===== config.mk =====
export PLATFORM = sky130hd
export DESIGN_NAME = carcontrol_nios2_oci_dct_packer
export DESIGN_NICKNAME = d
export VERILOG_FILES = /design/src/rtl/carcontrol_oci_dct_pkg.sv /design/src/rtl/carcontrol_oci_dct_frame_reg.sv /design/src/rtl/carcontrol_nios2_oci_dct_packer.sv
export SDC_FILE = /design/constraint.sdc
export NUM_CORES = 1
export LEC_CHECK = 0
export BUFFER_PORTS_ARGS = -buffer_cell sky130_fd_sc_hd__buf_4
export CAP_MARGIN = 15
export CORE_MARGIN = 2
export CORE_UTILIZATION = 35
export DETAILED_ROUTE_END_ITERATION = 10
export GPL_TIMING_DRIVEN = 0
export PLACE_DENSITY = 0.57
export SYNTH_ARGS = -nofsm -noshare
export SYNTH_HDL_FRONTEND = slang
export SYNTH_SLANG_ARGS = --single-unit

===== constraint.sdc =====
create_clock -name clk -period 2.8 [get_ports clk]
set_clock_uncertainty 0.05 [all_clocks]
set_input_delay 0 -clock clk [delete_from_list [all_inputs] [get_ports clk]]
set_output_delay 0 -clock clk [all_outputs]
set_load 0.01 [all_outputs]

===== src/rtl/carcontrol_oci_dct_pkg.sv =====
// rtl/carcontrol_oci_dct_pkg.sv - shared widths, frame typedef and packer states for the OCI DCT packer
package carcontrol_oci_dct_pkg;

    localparam int ATOM_W  = 2;
    localparam int DEPTH   = 15;
    localparam int CNT_W   = 4;
    localparam int BUF_W   = ATOM_W * DEPTH;
    localparam int FRAME_W = CNT_W + BUF_W;

    // Frame layout as seen on frame_data: fill count above the packed atoms
    typedef struct packed {
        logic [CNT_W-1:0] count;
        logic [BUF_W-1:0] buffer;
    } dct_frame_t;

    typedef enum logic [1:0] {
        ST_EMPTY   = 2'd0,
        ST_FILLING = 2'd1,
        ST_HELD    = 2'd2
    } dct_state_t;

endpackage


===== src/rtl/carcontrol_oci_dct_frame_reg.sv =====
// rtl/carcontrol_oci_dct_frame_reg.sv - one-entry valid/ready holding register for closed DCT frames
module carcontrol_oci_dct_frame_reg
    import carcontrol_oci_dct_pkg::*;
#(
    parameter int W = FRAME_W
) (
    input  logic         clk,
    input  logic         reset_n,
    input  logic         load,
    input  logic [W-1:0] load_data,
    input  logic         frame_ready,
    output logic         frame_valid,
    output logic [W-1:0] frame_data,
    output logic         free
);

    // Free also when the current frame drains this cycle, so a load can replace it without a bubble
    assign free = !frame_valid || frame_ready;

    always_ff @(posedge clk) begin
        if (!reset_n) begin
            frame_valid <= 1'b0;
            frame_data  <= '0;
        end else if (load) begin
            frame_valid <= 1'b1;
            frame_data  <= load_data;
        end else if (frame_ready) begin
            frame_valid <= 1'b0;
        end
    end

endmodule


===== src/rtl/carcontrol_nios2_oci_dct_packer.sv =====
// rtl/carcontrol_nios2_oci_dct_packer.sv - packs 2-bit trace atoms into 15-atom DCT frames for the trace sink
module carcontrol_nios2_oci_dct_packer
    import carcontrol_oci_dct_pkg::*;
#(
    parameter int ATOM_W = carcontrol_oci_dct_pkg::ATOM_W,
    parameter int DEPTH  = carcontrol_oci_dct_pkg::DEPTH,
    parameter int CNT_W  = carcontrol_oci_dct_pkg::CNT_W
) (
    input  logic                            clk,
    input  logic                            reset_n,
    input  logic                            atom_valid,
    input  logic [ATOM_W-1:0]               atom,
    input  logic                            flush,
    input  logic                            frame_ready,
    output logic                            frame_valid,
    output logic [CNT_W+ATOM_W*DEPTH-1:0]   frame_data,
    output logic [ATOM_W*DEPTH-1:0]         dct_buffer,
    output logic [CNT_W-1:0]                dct_count,
    output logic                            overflow,
    output logic [7:0]                      drop_count
);

    localparam int BW = ATOM_W * DEPTH;

    dct_state_t        state_q, state_d;
    logic [BW-1:0]     buf_q, app_buf;
    logic [CNT_W-1:0]  cnt_q, app_cnt;
    logic              close, free, accept, drop, load;

    // Buffer contents after this cycle's atom; in HELD nothing is appended so this is the held frame
    always_comb begin
        app_buf = buf_q;
        app_cnt = cnt_q;
        if (atom_valid && state_q != ST_HELD) begin
            app_buf = {buf_q[BW-ATOM_W-1:0], atom};
            app_cnt = cnt_q + CNT_W'(1);
        end
        close = (state_q == ST_HELD) || (app_cnt == CNT_W'(DEPTH)) ||
                (flush && app_cnt != '0);
    end

    always_ff @(posedge clk) begin
        if (!reset_n) state_q <= ST_EMPTY;
        else          state_q <= state_d;
    end

    always_comb begin
        state_d = state_q;
        if (close)               state_d = free ? ST_EMPTY : ST_HELD;
        else if (app_cnt != '0)  state_d = ST_FILLING;
        else                     state_d = ST_EMPTY;
    end

    always_comb begin
        accept = 1'b0;
        drop   = 1'b0;
        load   = 1'b0;
        case (state_q)
            ST_HELD: begin
                drop = atom_valid;
                load = free;
            end
            default: begin
                accept = atom_valid;
                load   = close && free;
            end
        endcase
    end

    always_ff @(posedge clk) begin
        if (!reset_n) begin
            buf_q      <= '0;
            cnt_q      <= '0;
            overflow   <= 1'b0;
            drop_count <= '0;
        end else begin
            if (load) begin
                buf_q <= '0;
                cnt_q <= '0;
            end else if (accept) begin
                buf_q <= app_buf;
                cnt_q <= app_cnt;
            end
            if (drop) begin
                overflow <= 1'b1;
                if (drop_count != 8'hFF) drop_count <= drop_count + 8'd1;
            end
        end
    end

    carcontrol_oci_dct_frame_reg #(.W(CNT_W + BW)) u_frame_reg (
        .clk         (clk),
        .reset_n     (reset_n),
        .load        (load),
        .load_data   ({app_cnt, app_buf}),
        .frame_ready (frame_ready),
        .frame_valid (frame_valid),
        .frame_data  (frame_data),
        .free        (free)
    );

    assign dct_buffer = buf_q;
    assign dct_count  = cnt_q;

endmodule


==> results_dict.tcl <==
set metrics [dict create \
    die_w_um 99.91 \
    period_minus_slack_ns 2.373 \
    holdWs_ns 0.2104 \
    netlist_instances 328 \
    worstSkewPairLatency_ns 0.34 \
    die_y_um 99.91 \
    vias 2549 \
    grt_first_pass_wirelength_mm 12.10 \
    tns_ns 0 \
    instances_no_fill 540 \
    cts_inserted_buffers 9 \
    clk_path_buf_depth 2 \
    fmax_mhz 421.4 \
    worst_pin_slew_ns 0.6205 \
    viasPerCell 4.720 \
    drive_above_1_share 0.3356 \
    final_area_um2 4247 \
    wl_met1_mm 3.561 \
    synth_seq_area_share 0.4975 \
    cp.buffers_inverters 1 \
    first_iter_violations 49 \
    dp_hpwl_mm 5.273 \
    grt_remaining_overflow 0 \
    route.met3.wl_um 450 \
    place_congestion 0.7635 \
    grt_max_degree 14 \
    syn_area_per_cell_um2 9.815 \
    core-area_um2 8806 \
    setup_viol 0 \
    portBuffers 83 \
    num_rows 34 \
    ant_nets 0 \
    top_layer "met4" \
    yosysUniqueCellTypes 38 \
    rsz0062_at_grt "no" \
    cap_violations 0 \
    crit_family "compound AO/OA/AOI/OAI gates" \
    firstDrtPassIters 4 \
    syn_area_um2 3219 \
    initial_core_util 0.3656 \
    fin_crit_sh 0.8475 \
    wl_met2_mm 3.277 \
    track_usage 0.1518 \
    hold_viol 0 \
    dieArea_um2 9981 \
    required_ns 2.99 \
    criticalPathCategory "reg2reg" \
    cp_cell_sequence "ha_1 > nand4b_1 > a211o_1 > a21o_1 > and3_1 > dlygate4sd3_1" \
    slew_headroom 0.5863 \
    ys_ff_latch 80 \
    syn_nets 337 \
    cp.arrival_ns 2.56 \
    startpoint_type "register" \
    htreeDepth 3 \
    dp.cells 519 \
    drc 0 \
    diodes 0 \
    p_per_area_nw_per_um2 538.5 \
    path_max_fanout 8 \
    ctsRootBufferMaster "clkbuf_8" \
    p_leak_nw 2.038 \
    grt_pass1_vias 2495 \
    ioPinCount 85 \
    wl_per_cell_um 13.72 \
    path_clk_slew_ns 0.08 \
    end_kind "register" \
    outcome "complete, no violations" \
    slowest_stage "dlygate4sd3_1" \
    fin_nets 437 \
    finalWirelength_mm 7.407 \
    clkSinkCount 80 \
    hold_class "in2reg" \
    drv_slew 0 \
    peakVddDrop_uv 281.2 \
    final_common_cell "buf_4" \
    yosys_warnings 0 \
    areaGrowthSynthToFinish_pct 31.91 \
    antenna_found_initial 0 \
    post_cts_buffers 0 \
    mostFrequentLayoutCells "buf_4 (83), dfxtp_1 (80), nand2_1 (74)" \
    cpPeakStageDelay_ns 0.54 \
    place_area_um2 3978 \
    cts_tree "done" \
]
[layout make-up]
| class | count | area, um^2 |
|---|---|---|
| plain buffers | 19 | 102.6 |
| inverters | 2 | 7.507 |
| multi-input cells | 227 | 1508 |
| well taps | 108 | 135.1 |
| clock inverters | 6 | 85.08 |
| clock buffers | 9 | 123.9 |
| repair buffers | 89 | 683.2 |
| flip-flops and latches | 80 | 1602 |
| fillers | 885 | 4559 |
[routing by layer]
metal  up-vias  global-route usage
li1       1293                   -
met1      1184              0.2008
met2        61              0.2339
met3        11             0.04457
met4         0             0.06006
met5         -                   0
[registers in the layout, summed over array words and instances, names as in the netlist]
name / count
dct_buffer: 30
dct_count: 4
drop_count: 8
overflow: 1
state_q: 2
u_frame_reg.frame_data: 34
u_frame_reg.frame_valid: 1
[stage by stage]
stage	power [mW]	setup slack (ns)	utilization
4_1_cts	2.322	0.4145	0.4822
6_report	2.287	0.4271	0.4822
3_3_place_gp	1.403	0.6500	0.4517
2_1_floorplan	1.335	0.8215	-
5_1_grt	2.380	0.2835	0.4822
3_5_place_dp	1.403	0.6198	0.4517
[where the power goes]
part | leakage, nW | total [mW] | internal [mW] | switching, mW
clock | 0.101 | 0.910 | 0.494 | 0.416
sequential | 0.645 | 1.16 | 1.15 | 0.0111
combinational | 1.29 | 0.216 | 0.0953 | 0.121
[cell families (layout without fill, tap and decap cells)]
kind of cell | Yosys count | in the layout | share of synthesized area
AOI/OAI and AO/OA | 16 | 16 | 0.04237
and+or+nand+nor | 135 | 135 | 0.1792
buffers and inverters | 21 | 125 | 0.03420
adders and majority gates | 2 | 2 | 0.007772
xor gates and xnor gates | 8 | 8 | 0.02177
DFF | 80 | 80 | 0.4975
muxes | 66 | 66 | 0.2173
[cells in the mapped netlist]
master | number | area [um^2]
o41ai_1 | 1 | 8.760
inv_2 | 1 | 3.750
a31o_2 | 1 | 8.760
a21o_1 | 1 | 7.510
o211ai_1 | 1 | 7.510
nor3_2 | 1 | 10.01
buf_6 | 3 | 33.78
buf_2 | 7 | 35.03
a21boi_0 | 2 | 15.01
o21ba_2 | 1 | 10.01
xnor2_1 | 6 | 52.55
xor2_1 | 2 | 17.52
o31ai_1 | 1 | 7.510
o21ai_0 | 2 | 10.01
o211a_1 | 1 | 10.01
nand2b_1 | 3 | 18.77
a22o_1 | 1 | 8.760
a22oi_4 | 1 | 21.27
mux2_2 | 31 | 349.1
buf_1 | 1 | 3.750
inv_1 | 1 | 3.750
dfxtp_1 | 80 | 1602
nand2_1 | 74 | 277.8
mux2i_1 | 35 | 350.3
nand4_1 | 3 | 18.77
nand3_1 | 2 | 10.01
and2_1 | 6 | 37.54
and3_1 | 3 | 18.77
or3_1 | 2 | 12.51
nand4b_1 | 1 | 8.760
nor2b_1 | 3 | 18.77
nor2_1 | 36 | 135.1
a21oi_1 | 1 | 5.000
and2b_4 | 1 | 10.01
ha_1 | 2 | 25.02
clkbuf_1 | 8 | 30.03
o21a_1 | 1 | 7.510
a211o_1 | 1 | 8.760
[path summary, 6_finish.rpt]
check	startpoint	to	slack, ns	cells after the start
max	dct_count[0]$_SDFFE_PP0P_	state_q[1]$_SDFF_PN0_	0.43	6
min	reset_n	dct_buffer[12]$_SDFFE_PP0P_	0.21	4
max reg2reg	dct_count[0]$_SDFFE_PP0P_	state_q[1]$_SDFF_PN0_	0.43	6
min reg2reg	u_frame_reg.frame_data[31]$_SDFFE_PN0P_	u_frame_reg.frame_data[31]$_SDFFE_PN0P_	0.41	2
[what timing repair did]
item / 4_1_cts / 5_1_grt
resized for setup: 0 / 0
hold endpoints to repair: 7 / 0
hold buffers: 6 / 0
[worst min-delay path, cell delays in order]
cell,delay [ns]
clkbuf_1,0.19
buf_2,0.25
nand2_1,0.09
nor2_1,0.04
(Power assumes the default switching activity.)
